--- src/rtl/tdm_demux_rx_pkg.sv ---
// Shared definitions for the TDM link: receiver state encoding and default frame geometry.
// The default constants are also used by the transmitting mux side.
package tdm_demux_rx_pkg;

    typedef enum logic {
        StHunt = 1'b0,
        StRecv = 1'b1
    } rx_state_e;

    localparam int unsigned TdmNch = 8;
    localparam int unsigned TdmSw  = 3;

    // Slot index width for a given channel count
    function automatic int unsigned slot_width(input int unsigned nch);
        return (nch <= 2) ? 1 : $clog2(nch);
    endfunction

endpackage

--- src/rtl/tdm_slot_counter.sv ---
// Modulo-NCH slot counter. load0 marks a sync beat as slot 0, so the next expected slot is 1.
// clr returns the counter to 0 when framing is lost. NCH need not be a power of two.
module tdm_slot_counter
    import tdm_demux_rx_pkg::*;
#(
    parameter int unsigned NCH = TdmNch,
    parameter int unsigned SW  = TdmSw
) (
    input  logic          clk,
    input  logic          rst,
    input  logic          en,
    input  logic          load0,
    input  logic          clr,
    output logic [SW-1:0] cnt,
    output logic          at_last
);

    logic [SW-1:0] cnt_q;

    // Slot index register: clear has priority, then sync load, then advance with wrap.
    always_ff @(posedge clk or posedge rst) begin
        if (rst) begin
            cnt_q <= '0;
        end else if (clr) begin
            cnt_q <= '0;
        end else if (load0) begin
            cnt_q <= SW'(1);
        end else if (en) begin
            cnt_q <= at_last ? '0 : cnt_q + SW'(1);
        end
    end

    // Explicit compare against NCH-1; a natural binary wrap would be wrong for NCH=6 etc.
    assign at_last = (cnt_q == SW'(NCH - 1));
    assign cnt     = cnt_q;

endmodule

--- src/rtl/tdm_demux_rx.sv ---
// Receive side of the TDM link: assembles one bit per slot into an NCH-bit word,
// publishes each complete frame with a one-cycle dout_valid and flags framing errors.
module tdm_demux_rx
    import tdm_demux_rx_pkg::*;
#(
    parameter int unsigned NCH = TdmNch,
    parameter int unsigned SW  = TdmSw
) (
    input  logic           clk,
    input  logic           rst,
    input  logic           din,
    input  logic           din_valid,
    input  logic           sync,
    output logic [NCH-1:0] dout,
    output logic           dout_valid,
    output logic           sync_err,
    output logic [SW-1:0]  slot_idx
);

    rx_state_e      state_q;
    logic [NCH-1:0] asm_q;
    logic [NCH-1:0] frame_word;
    logic [SW-1:0]  cnt;
    logic           at_last;
    logic           ctr_en;
    logic           ctr_load0;
    logic           ctr_clr;

    tdm_slot_counter #(
        .NCH (NCH),
        .SW  (SW)
    ) u_slot_counter (
        .clk     (clk),
        .rst     (rst),
        .en      (ctr_en),
        .load0   (ctr_load0),
        .clr     (ctr_clr),
        .cnt     (cnt),
        .at_last (at_last)
    );

    // Counter control: sync always restarts at slot 0; a non-sync beat at slot 0 loses framing.
    always_comb begin
        ctr_en    = 1'b0;
        ctr_load0 = 1'b0;
        ctr_clr   = 1'b0;
        if (din_valid) begin
            if (sync) begin
                ctr_load0 = 1'b1;
            end else if (state_q == StRecv) begin
                if (cnt == '0) begin
                    ctr_clr = 1'b1;
                end else begin
                    ctr_en = 1'b1;
                end
            end
        end
    end

    // Final slot bypasses the assembly register so dout loads on the same edge.
    always_comb begin
        frame_word        = asm_q;
        frame_word[NCH-1] = din;
    end

    // Framing FSM with registered assembly, output word and status pulses.
    always_ff @(posedge clk or posedge rst) begin
        if (rst) begin
            state_q    <= StHunt;
            asm_q      <= '0;
            dout       <= '0;
            dout_valid <= 1'b0;
            sync_err   <= 1'b0;
        end else begin
            dout_valid <= 1'b0;
            sync_err   <= 1'b0;
            if (din_valid) begin
                if (sync) begin
                    // A sync anywhere but slot 0 of a running frame discards the partial word.
                    if (state_q == StRecv && cnt != '0) begin
                        sync_err <= 1'b1;
                    end
                    asm_q   <= {{(NCH - 1){1'b0}}, din};
                    state_q <= StRecv;
                end else if (state_q == StRecv) begin
                    if (cnt == '0) begin
                        sync_err <= 1'b1;
                        state_q  <= StHunt;
                    end else if (at_last) begin
                        dout       <= frame_word;
                        dout_valid <= 1'b1;
                    end else begin
                        for (int k = 0; k < NCH; k++) begin
                            if (cnt == SW'(k)) begin
                                asm_q[k] <= din;
                            end
                        end
                    end
                end
            end
        end
    end

    assign slot_idx = cnt;

endmodule

--- config.mk ---
export PLATFORM = sky130hd
export DESIGN_NAME = tdm_demux_rx
export DESIGN_NICKNAME = d
export VERILOG_FILES = /design/src/rtl/tdm_demux_rx_pkg.sv /design/src/rtl/tdm_slot_counter.sv /design/src/rtl/tdm_demux_rx.sv
export SDC_FILE = /design/constraint.sdc
export NUM_CORES = 1
export LEC_CHECK = 0
export BUFFER_PORTS_ARGS = -buffer_cell sky130_fd_sc_hd__clkbuf_2
export CORE_MARGIN = 5
export CORE_UTILIZATION = 35
export DETAILED_ROUTE_END_ITERATION = 6
export SYNTH_ARGS = -nofsm -noshare
export SYNTH_HDL_FRONTEND = slang
export SYNTH_HIERARCHICAL = 1
export SYNTH_SLANG_ARGS = --single-unit
export TNS_END_PERCENT = 100
--- constraint.sdc ---
create_clock -name clk -period 5.45 [get_ports clk]
set_input_delay 0 -clock clk [delete_from_list [all_inputs] [get_ports clk]]
set_output_delay 0 -clock clk [all_outputs]
set_load 0.02 [all_outputs]
==> metrics.csv <==
metric,value,unit
status,"complete, no violations",
worstPathArrival,2.41,ns
synth-compound-area-share,3.213,%
area_delta_synth_final,17.48,%
combPwrFrac,27.1,%
cts-root-buf,clkbuf_4,
setup_viol,0,
synth_edf_count,0,
synth.most_common_cell,dfrtp_1,
synthFlopType,dfrtp_1,
yosys-top-cells-area,"dfrtp_1 (54%), mux2_4 (12%), mux2i_1 (7.2%)",
internal_power,252.2,µW
clock_path_buffers,2,
placed_cell_area,1086,µm²
fill_cells,265,
clock_latency,0.31,ns
final_cell_area,1144,µm²
synth_top_family_by_area,multiplexers,
syn-mean-instance-area,12.98,µm²
place_congestion,0.7473,
dr.pass1.iters,4,
pwr-share-seq,53.2,%
synth_commonest_cells,"dfrtp_1 (21), mux2_4 (8), nand2_1 (8), mux2i_1 (7), inv_1 (5)",
p_sw_share,35.63,%
cts_tree,done,
drt_iter0_drc,37,
yosys.area.top_type,dfrtp_1,
grt_pass1_wl,3160,µm
ys_seq_elements,21,
cts.sinks,21,
drt_wl_total,1829,µm
io_pins,18,
overflow,0,
fin_nets,106,
slew_headroom,54.34,%
cp-startpoint,u_slot_counter/cnt[0],
hp-class,primary input to flop,
holdPathStages,3,
tightest_slew,0.6841,ns
ys_seq_area_share,53.98,%
clk_pin_slew,0.12,ns
path_max_fanout,12,
finalClockSkew,0.002790,ns
portBuffers,17,
cp-end-kind,flop,
synth_nets,82,
groute.usage.overall,10.30,%
pwr-share-clk,19.7,%
fin_setup_tns,0,ns
drc,0,
wl_per_cell,14.18,µm
hpwl,1306,µm
fp.dieArea,3936,µm²
synth_top_cell_area_share,53.98,%
crit_type,flop to flop,
maxSlewViolCount,0,
worst_r2r_path_depth,4,
min_period,2.206,ns
crit_required,5.66,ns
ant_nets,0,
num_antenna_cells,0,
viasPerCell,4.953,
rows,19,
start_util,35.92,%
p_leak,0.6082,nW
grt_pass1_vias,668,
r2r_slack,3.24,ns
via_count,639,
cap_violations,0,
grt_max_degree,19,
synth-adder-area-share,2.571,%
rr_endpoint,dout[2],
min_from,sync,
worstHoldEndpoint,sync_err,
async_flop_share,100.0,%
rsz0062_at_grt,no,
core_area,2710,µm²
chipHeight,62.74,µm
yosys.area_share.simple,15.55,%
startpoint_type,flop,
vdd_drop_max,229.4,µV
synthMuxAreaShare,20.69,%
clock.fmax,453.4,MHz
cts_buffers,3,
period_share,40.47,%
grt_antenna_before_repair,0,
p_sw,139.6,µW
yosysWarnings,6,
yosys.area_share.xor_xnor,0.8997,%
ys_types,24,
die_w,62.74,µm
r2r_start,u_slot_counter/cnt[0],
fin_util,42.20,%
ctsResizeCount,0,
finalHoldViolCount,0,
layout-drive-gt1-share,31.63,%
syn_inst,75,
ctsHtreeMaxLevel,1,
syn_area,973.4,µm²
powerDensity,342.6,nW/µm²
cell type report:
| class | instances | area [µm²] | area share, % |
|---|---|---|---|
| Sequential cell | 21 | 525.5 | 45.95 |
| Multi-Input combinational cell | 48 | 417.9 | 36.54 |
| Timing Repair Buffer | 20 | 115.1 | 10.07 |
| Clock buffer | 3 | 22.52 | 1.969 |
| Clock inverter | 1 | 5.005 | 0.4376 |
| Tap cell | 31 | 38.79 | 3.392 |
| Inverter | 5 | 18.77 | 1.641 |
worst max path at each step:
stage,to,slack [ns],cells past startpoint
floorplan,dout[0],3.47,5
global placement,dout[7],3.32,4
detailed placement,dout[2],3.25,4
CTS,dout[5],3.22,4
global route,dout[0],3.12,4
finish,dout[2],3.24,4
per-stage QoR:
stage	hold WS [ns]	total power, mW	setup slack (ns)	std cells
3_3_place_gp	-0.1407	0.3122	3.317	122
3_5_place_dp	-0.1372	0.3163	3.246	122
6_report	0.01295	0.3918	3.244	129
5_1_grt	0.02113	0.4179	3.124	129
2_1_floorplan	-0.2464	0.2817	3.475	75
4_1_cts	0.005372	0.3957	3.221	129
metal layers:
layer  up-vias  global-route usage (%)  share of wire (%)
li1        313                       -                  -
met1       304                   13.00                 48
met2        20                   16.19                 46
met3         2                   4.496                5.4
met4         0                   2.387               0.71
met5         -                       0                  0
repair_timing:
action,CTS,global route
hold buffers,3,0
endpoints found under the hold margin,24,0
buffers inserted,0,0
cell families after synthesis:
group,Yosys count
XOR/XNOR,1
flip-flops,21
AND/OR/NAND/NOR,25
multiplexers,16
buffers and inverters,6
adder cells (fa/ha/maj),2
AO/OA/AOI/OAI,4
cell usage in the layout, fill, tap and decap left out:
cell type,n
nor3_1,3
a31oi_1,1
mux2_4,8
o41ai_1,1
mux2_2,1
nor3_2,1
ha_1,2
dfrtp_1,21
dlygate4sd3_1,3
nand4b_1,1
or4b_1,1
nand3_1,1
nand3b_1,2
nor3b_1,3
nand2b_1,2
mux2i_1,7
nor4bb_1,1
nand2_1,8
xnor2_1,1
a21o_1,1
inv_1,5
clkinv_2,1
nor2_1,1
clkbuf_4,3
o311ai_0,1
or3b_1,1
clkbuf_2,17
power by group through the flow:
stage | clock (mW) | sequential [mW] | combinational [mW]
2_1_floorplan | 0 | 0.219 | 0.0629
3_3_place_gp | 0 | 0.208 | 0.104
3_5_place_dp | 0 | 0.211 | 0.105
4_1_cts | 0.0803 | 0.208 | 0.107
5_1_grt | 0.0870 | 0.214 | 0.117
6_report | 0.0774 | 0.208 | 0.106
critical path, stage by stage, from the launching register on:
cell	delay [ns]
dfrtp_1	0.59
ha_1	0.22
ha_1	0.19
or4b_1	0.73
mux2_4	0.39
state kept, by name (all words and copies together), names as in the netlist:
name,cells
u_slot_counter/cnt,3
state_q,1
dout,8
asm_q,7
sync_err,1
dout_valid,1
Power figures use the tool's default switching activity.
